File: config.mk
export PLATFORM = sky130hd
export DESIGN_NAME = ram_ctrl
export DESIGN_NICKNAME = d
export VERILOG_FILES = /design/src/rtl/ram_ctrl_pkg.sv /design/src/rtl/rd_skid_fifo.sv /design/src/rtl/ram_ctrl.sv
export SDC_FILE = /design/constraint.sdc
export NUM_CORES = 1
export LEC_CHECK = 0
export BUFFER_PORTS_ARGS = -buffer_cell sky130_fd_sc_hd__buf_4
export CORE_ASPECT_RATIO = 0.5
export CORE_MARGIN = 4
export CORE_UTILIZATION = 46
export CTS_BUF_LIST = sky130_fd_sc_hd__clkbuf_4 sky130_fd_sc_hd__clkbuf_8
export CTS_CLUSTER_DIAMETER = 60
export DETAILED_ROUTE_END_ITERATION = 10
export PLACE_DENSITY = 0.89
export SYNTH_ARGS = -nofsm -noshare
export SYNTH_HDL_FRONTEND = slang
export SYNTH_SLANG_ARGS = --single-unit
File: constraint.sdc
create_clock -name clk -period 3.4 [get_ports clk]
set_input_delay 0.34 -clock clk [delete_from_list [all_inputs] [get_ports clk]]
set_output_delay 0.34 -clock clk [all_outputs]
set_load 0.02 [all_outputs]
File: src/rtl/ram_ctrl_pkg.sv
// Shared types and constants for the burst RAM controller and its read buffer.
package ram_ctrl_pkg;

  localparam int AW_DEF    = 5;
  localparam int DW_DEF    = 32;
  localparam int RAM_DEPTH = 32;

  typedef enum logic [1:0] {
    IDLE  = 2'd0,
    WRITE = 2'd1,
    READ  = 2'd2,
    DRAIN = 2'd3
  } state_t;

  // Two buffer slots are shared between words already buffered and reads still in flight.
  function automatic logic has_credit(input logic [1:0] occ, input logic inflight);
    return ({1'b0, occ} + {2'b00, inflight}) < 3'd2;
  endfunction

endpackage

File: src/rtl/rd_skid_fifo.sv
// Two-entry valid/ready FIFO capturing RAM read data; push has no ready because
// the controller only issues reads for which a slot is guaranteed.
module rd_skid_fifo #(
  parameter int DW = 32
) (
  input  logic          clk,
  input  logic          reset,
  input  logic          push,
  input  logic [DW-1:0] push_data,
  output logic          valid,
  input  logic          ready,
  output logic [DW-1:0] data,
  output logic [1:0]    count
);

  logic [DW-1:0] mem [2];
  logic          wptr;
  logic          rptr;
  logic [1:0]    cnt;
  logic          pop;

  assign valid = (cnt != 2'd0);
  assign pop   = valid && ready;
  assign data  = mem[rptr];
  assign count = cnt;

  always_ff @(posedge clk) begin
    if (reset) begin
      mem[0] <= '0;
      mem[1] <= '0;
      wptr   <= 1'b0;
      rptr   <= 1'b0;
      cnt    <= 2'd0;
    end else begin
      if (push) begin
        mem[wptr] <= push_data;
        wptr      <= ~wptr;
      end
      if (pop) begin
        rptr <= ~rptr;
      end
      cnt <= cnt + {1'b0, push} - {1'b0, pop};
    end
  end

endmodule

File: src/rtl/ram_ctrl.sv
// Burst initiator for the single-port RAM: streams write bursts in and read bursts out.
// Reads land one cycle after issue into a 2-entry buffer; issue stalls when no slot is free.
module ram_ctrl
  import ram_ctrl_pkg::*;
#(
  parameter int AW = AW_DEF,
  parameter int DW = DW_DEF
) (
  input  logic          clk,
  input  logic          reset,
  input  logic          cmd_valid,
  output logic          cmd_ready,
  input  logic          cmd_wr,
  input  logic [AW-1:0] cmd_addr,
  input  logic [AW-1:0] cmd_len,
  input  logic          wr_valid,
  output logic          wr_ready,
  input  logic [DW-1:0] wr_data,
  output logic          rd_valid,
  input  logic          rd_ready,
  output logic [DW-1:0] rd_data,
  output logic          done,
  output logic          busy,
  output logic          cen,
  output logic          wen,
  output logic [AW-1:0] S_addr,
  output logic [DW-1:0] S_din,
  input  logic [DW-1:0] S_dout
);

  state_t        state;
  logic [AW-1:0] addr_q;
  logic [AW-1:0] remaining;
  logic          inflight_q;
  logic [1:0]    occ;
  logic          wr_beat;
  logic          issue;

  assign wr_beat = (state == WRITE) && wr_valid;
  assign issue   = (state == READ) && has_credit(occ, inflight_q);

  // Gating with reset keeps the RAM quiet in the cycle an abort is requested.
  always_comb begin
    cen    = !reset && (wr_beat || issue);
    wen    = !reset && (state == WRITE);
    S_addr = ((state == WRITE) || (state == READ)) ? addr_q : '0;
    S_din  = (state == WRITE) ? wr_data : '0;
  end

  always_ff @(posedge clk) begin
    if (reset) begin
      state      <= IDLE;
      addr_q     <= '0;
      remaining  <= '0;
      inflight_q <= 1'b0;
      done       <= 1'b0;
      busy       <= 1'b0;
      cmd_ready  <= 1'b1;
      wr_ready   <= 1'b0;
    end else begin
      done       <= 1'b0;
      inflight_q <= issue;
      case (state)
        IDLE: begin
          if (cmd_valid) begin
            addr_q    <= cmd_addr;
            remaining <= cmd_len;
            busy      <= 1'b1;
            cmd_ready <= 1'b0;
            if (cmd_wr) begin
              state    <= WRITE;
              wr_ready <= 1'b1;
            end else begin
              state <= READ;
            end
          end
        end
        WRITE: begin
          if (wr_valid) begin
            addr_q <= addr_q + AW'(1);
            if (remaining == '0) begin
              state     <= IDLE;
              done      <= 1'b1;
              busy      <= 1'b0;
              cmd_ready <= 1'b1;
              wr_ready  <= 1'b0;
            end else begin
              remaining <= remaining - AW'(1);
            end
          end
        end
        READ: begin
          if (issue) begin
            addr_q <= addr_q + AW'(1);
            if (remaining == '0) begin
              state <= DRAIN;
            end else begin
              remaining <= remaining - AW'(1);
            end
          end
        end
        DRAIN: begin
          // The last read is captured at this edge, so completion is signalled next cycle.
          if (inflight_q) begin
            state     <= IDLE;
            done      <= 1'b1;
            busy      <= 1'b0;
            cmd_ready <= 1'b1;
          end
        end
        default: state <= IDLE;
      endcase
    end
  end

  rd_skid_fifo #(
    .DW(DW)
  ) u_rd_fifo (
    .clk       (clk),
    .reset     (reset),
    .push      (inflight_q),
    .push_data (S_dout),
    .valid     (rd_valid),
    .ready     (rd_ready),
    .data      (rd_data),
    .count     (occ)
  );

endmodule

## Word level (Yosys, flattened, before mapping)

Memory sizes are Yosys's and may differ from the RTL's. A register that Yosys moved wholly into a read port is not among the register bits.
Cells that the tools add are included.
Widths: inputs -> output; s select.

| storage, ports and cells | value |
|---|---|
| bits in registers | 21 |
| bits in writable memories | 64 |
| input port bits | 80 |
| output and inout port bits | 76 |
| word-level logic and storage cells | 94 |
| memories kept | 1 |

| cells by class | value |
|---|---|
| $add $sub $neg | 5 |
| magnitude comparators | 1 |
| eq/ne operators | 10 |
| multiplexer cells | 45 |
| bitwise operators | 2 |
| reductions and logical operators | 19 |

Memory list:

| name | words | bits a word | rd ports | clocked after memory_dff | wr ports | RTL line | text |
|---|---|---|---|---|---|---|---|
| u_rd_fifo.mem | 2 | 32 | 1 | 1 | 2 | rd_skid_fifo.sv:16 | `logic [DW-1:0] mem [2];` |

Operators by type and width:

| kind | count |
|---|---|
| $mux 32 | 2 |
| $mux 5 | 8 |
| $reduce_or 32->1 | 1 |
| $pmux 5 s3 | 2 |
| $mux 1 | 21 |
| $mux 2 | 7 |
| $ne 2x2->1 const B | 5 |
| $reduce_and 5->1 | 2 |
| $pmux 2 s4 | 1 |
| $pmux 1 s3 | 2 |
| $reduce_and 6->1 | 1 |
| $reduce_bool 3->1 | 2 |
| $add 5x1->5 const B | 1 |
| $logic_and 1x1->1 | 5 |
| $logic_not 5->1 | 1 |
| $sub 5x1->5 const B | 1 |
| $eq 2x2->1 const B | 2 |
| $ne 2x1->1 const B | 2 |
| $pmux 1 s2 | 2 |
| $reduce_and 4->1 | 1 |
| $reduce_bool 2->1 | 2 |
| $add 2x1->3 | 1 |
| $lt 3x2->1 const B | 1 |
| $add 2x1->2 | 1 |
| 6 further kinds | 8 |

## Logic depth before layout (Yosys ltp)

| logic depth | value |
|---|---|
| depth in word-level cells | 5 |
| mapped depth | 8 |
| mapped depth without buffers | 8 |

## Hierarchy

Synthesis repeated with hierarchy kept, for this count alone.

| unflattened totals | value |
|---|---|
| cells, all modules | 403 |
| area, all modules | 4579.4 um2 |

Modules (own cells, without submodules):

| module | instances | cells each | area an instance (um2) | seq. area each (um2) |
|---|---|---|---|---|
| rd_skid_fifo | 1 | 231 | 3230.6 | 2021.9 |
| ram_ctrl | 1 | 172 | 1348.8 | 340.3 |

## Worst setup path after synthesis

No wires, ideal clock.

| timing | value |
|---|---|
| kind | register to register |
| start | reg inflight_q |
| end | mem u_rd_fifo.mem[0][0] (enable) |
| library setup time | 466 ps |
| arrival | 2774 ps |
| data required time | 2934 ps |
| setup slack | 161 ps |
| cell stages (with the launch flop) | 3 |
| buffers on the path | 0 |
| clock period less this slack | 3239 ps |
| cells stage by stage | dfxtp_1 -> inv_1 -> o21ai_0 |

RTL lines:

| what | RTL line | text |
|---|---|---|
| start: declaration | ram_ctrl.sv:34 | `logic inflight_q;` |
| start signal: assignment | ram_ctrl.sv:62 | `inflight_q <= issue;` |
| end: declaration | rd_skid_fifo.sv:16 |  |

## Final worst setup path

| timing | value |
|---|---|
| start | reg state[1] |
| end | reg state[0] |

| between the ends | value |
|---|---|
| cells in the longest elaborated chain, start to end | 4 |
| elaborated cells between the ends (all ways) | 13 |
| those cells by class | 9 x eq/ne; 1 x mux; 3 x reduce/logical |

RTL lines:

| what | RTL line | text |
|---|---|---|
| start: declaration | ram_ctrl.sv:31 | `state_t state;` |
| start signal: assignment | ram_ctrl.sv:52 | `state <= IDLE;` |
| start signal: assignment | ram_ctrl.sv:71 | `state <= WRITE;` |
| start signal: assignment | ram_ctrl.sv:74 | `state <= READ;` |
| $eq 2x2->1 | ram_ctrl.sv:40, ram_ctrl.sv:63 |  |
| $logic_and 1x1->1 | ram_ctrl.sv:40 | `assign issue = (state == READ) && has_credit(occ, inflight_q);` |
| $ne 2x2->1 (no source line) | -- |  |
| $reduce_and 6->1 (no source line) | -- |  |

Several ways; a longest one is shown, not always the timed one.
A chain may end at the register's enable or synchronous reset.

==> results.md <==
| Quantity | Reported | Unit |
|:---|:---|:---|
| Status | finished clean | - |
| Clock latency reported for the late side of the worst-skew pair | 0.35 | ns |
| Overall power | 4.03 | mW |
| Number of synthesis warnings | 0 | - |
| Met3 usage | 3.89 | % |
| H-tree Lvls | 3 | - |
| Clock net sink count | 86 | - |
| Port Buffer Count | 155 | - |
| Worst IR Drop VDD | 0.399 | mV |
| FMAX | 0.396 | GHz |
| Clock input transition at the sequential cells of the worst setup and hold paths | 0.09 | ns |
| Kind of launch point of the worst setup path | register | - |
| Design Area, Final | 5790 | um2 |
| Post-synthesis async set-or-reset flop share | 0 | % |
| Routed vias | 3217 | - |
| Layout area overhead | 35.1 | % |
| Post-synthesis instance area | 4290 | um2 |
| Drt total wl | 10300 | um |
| Delay of the slowest critical-path stage | 0.75 | ns |
| Maximum fanout along the worst path | 36 | - |
| Met1 track utilization from global routing | 22.3 | % |
| Number of hold violations in the final report | 0 | - |
| List of cells traversed by the critical path | inv_1 -> ha_1 -> inv_1 -> o21ai_0 -> a211oi_1 -> a211oi_1 | - |
| Post-Syn Area per Cell | 11.7 | um2 |
| Via count of the first global-routing pass | 3413 | - |
| Number of distinct library cells after synthesis | 47 | - |
| Vert. Die Dim | 76.3 | um |
| Hpwl dp | 7280 | um |
| DRT antenna net count | 0 | - |
| DRC errors left | 0 | - |
| Max capacitance violation total | 0 | - |
| Wire per inst | 16.2 | um |
| Total Neg Setup Slack | 0 | ns |
| Worst path required time | 3.65 | ns |
| Detailed-routing iteration count for the pre-antenna-repair pass | 4 | - |
| RSZ-0062 raised after global routing | false | - |
| Largest net degree at the start of global routing | 37 | - |
| CTS root buffer | sky130_fd_sc_hd__clkbuf_8 | - |
| Number of endpoints failing setup at the final stage | 0 | - |
| Initial antenna violation count | 0 | - |
| Number of diodes | 0 | - |
| Fill cell instance count of the final layout | 715 | - |
| Min Clock Period, post-route | 2.53 | ns |
| Synthesized flop and latch total | 86 | - |
| CTS tree | yes | - |
| Met2 GRT Util | 33.6 | % |
| Clock buffers created by TritonCTS | 9 | - |
| Number of gates given a new drive strength after cts | 0 | - |
| Clock Tree Buf Depth | 2 | - |
| Worst-case headroom to the max-slew limit | 25.4 | % |
| Number of nets produced by synthesis | 456 | - |
| Layout net count | 606 | - |
| GRT overflow | 0 | - |
| I/O pin count | 156 | - |
| Worst hold-check path type | in2reg | - |
| Global placer's final weighted congestion | 0.868 | - |
| Cts-stage hold buffer count | 0 | - |
| Core Region | 8890 | um2 |
| Standard-cell row count | 24 | - |
| Area of the die | 11000 | um2 |
| Number of slew-limit violations in the final report | 0 | - |
| Buffers inserted by post-CTS timing repair | 0 | - |
| GRT Overall Usage | 18.8 | % |
| Number of enable flip-flop cells after synthesis | 64 | - |
| Critical path endpoint category | register | - |
| CP top delay family | compound AO/OA/AOI/OAI gates | - |
| Fin crit share | 74.4 | % |
| 1st-iter DRT viols | 159 | - |
| Critical Path AT | 2.78 | ns |
| First-pass GRT wire length | 16700 | um |
| Transition time at the pin with the least slew margin | 1.11 | ns |
| Reported leakage power | 2.55 | nW |
| Total power density per cell area | 695 | nW/um2 |
| Worst clock skew | 0.00963 | ns |
| Fraction of layout cells with a size suffix above 1 | 41.4 | % |
| Post-synthesis sequential area ratio | 55.1 | % |
| Count of placed standard cells including taps | 623 | - |
| Detail-routed via count per cell | 5.03 | - |
| Overall die width | 145 | um |
| Starting density of the core | 48.2 | % |
| Most Used Layer, Global Route | met2 | - |
| Bufs and invs on worst path | 2 | - |
| Slowest cell on crit path | sky130_fd_sc_hd__ha_1 | - |
| Ys flop type | sky130_fd_sc_hd__edfxtp_1 | - |
| Final cell count without fillers | 639 | - |
| Crit Path Category | reg2reg | - |
| Post-placement cell area | 5580 | um2 |
| Post-Syn Instances | 367 | - |
[worst register-to-register path, delay by kind of cell, from the launching register on]
family,cells,cell delay [ns]
AOI/OAI and AO/OA,3,1.00
adders and majority gates,1,0.75
DFF,1,0.35
buffers and inverters,2,0.33
[layout make-up]
class / count / area [um2] / share of cell area [%]
clock buffers: 10 / 131 / 2.27
clock inverters: 6 / 85.1 / 1.47
inverters: 15 / 56.3 / 0.972
multi-input cells: 247 / 1830 / 31.5
flip-flops and latches: 86 / 2360 / 40.8
well taps: 117 / 146 / 2.53
repair buffers: 158 / 1190 / 20.5
[layer usage]
layer	wire, um	vias up
li1	-	1584
met1	4370	1538
met2	5330	76
met3	435	19
met4	190	0
met5	0	-
[power breakdown]
group,internal (mW),switching (mW)
Clock,0.421,0.361
Sequential,1.32,0.104
Combinational,0.811,1.01
Total,2.55,1.48
[registers in the layout, indices dropped and copies added, names as in the netlist, named ones only]
signal / cells
remaining: 5
done: 1
wr_ready: 1
state: 2
busy: 1
u_rd_fifo.wptr: 1
cmd_ready: 1
inflight_q: 1
addr_q: 5
u_rd_fifo.mem: 64
u_rd_fifo.rptr: 1
u_rd_fifo.count: 2
[worst paths after layout]
path                            cells past startpoint  slack, ns                   end  startpoint
worst max-delay path                                6       0.87              state[0]    state[1]
worst min-delay path                                2       0.27  u_rd_fifo.mem[1][20]  S_dout[20]
worst max register to register                      6       0.87              state[0]    state[1]
worst min register to register                      2       0.49                  busy        busy
[Yosys cell counts, drive strengths merged (6+ instances only)]
| cell type | count | share of area (%) |
|---|---|---|
| a21oi | 8 | 0.93 |
| nor2 | 15 | 1.3 |
| edfxtp | 64 | 45 |
| buf | 6 | 0.64 |
| o21ai | 7 | 0.82 |
| a211oi | 7 | 1.2 |
| nor2b | 6 | 1.1 |
| clkbuf | 13 | 1.1 |
| dfxtp | 22 | 10 |
| mux2 | 32 | 8.4 |
| ha | 9 | 2.6 |
| and2 | 103 | 15 |
| nand2 | 11 | 0.96 |
| inv | 13 | 1.1 |
[cells by family after synthesis]
group | Yosys count | share of synthesized area, %
mux | 34 | 8.87
flops | 86 | 55.1
buf+inv | 34 | 3.09
fa+ha+maj | 9 | 2.63
simple gates | 152 | 21.0
compound gates | 48 | 8.52
xor+xnor | 4 | 0.817
[metrics by stage]
step	util (%)	hold slack, ns	worst slack [ns]
3_3_place_gp	62.7	0.472	1.09
6_report	65.2	0.266	0.872
3_5_place_dp	62.7	0.475	0.967
2_1_floorplan	-	0.458	0.161
5_1_grt	65.2	0.244	0.561
4_1_cts	65.2	0.238	0.936
[layout by cell type, fill, tap and decap left out, drive strengths merged, types with 4 or more instances in the layout]
master,netlist,layout
nand2,11,11
nor2b,6,6
buf,6,158
and2,103,103
inv,13,14
a21o,4,4
a211oi,7,7
nor3,5,5
ha,9,9
mux2,32,32
clkbuf,13,10
dfxtp,22,22
o21ai,7,7
edfxtp,64,64
a21oi,8,8
nor2,15,15
clkinv,2,5
No activity file was read; power rests on OpenSTA's default activity.
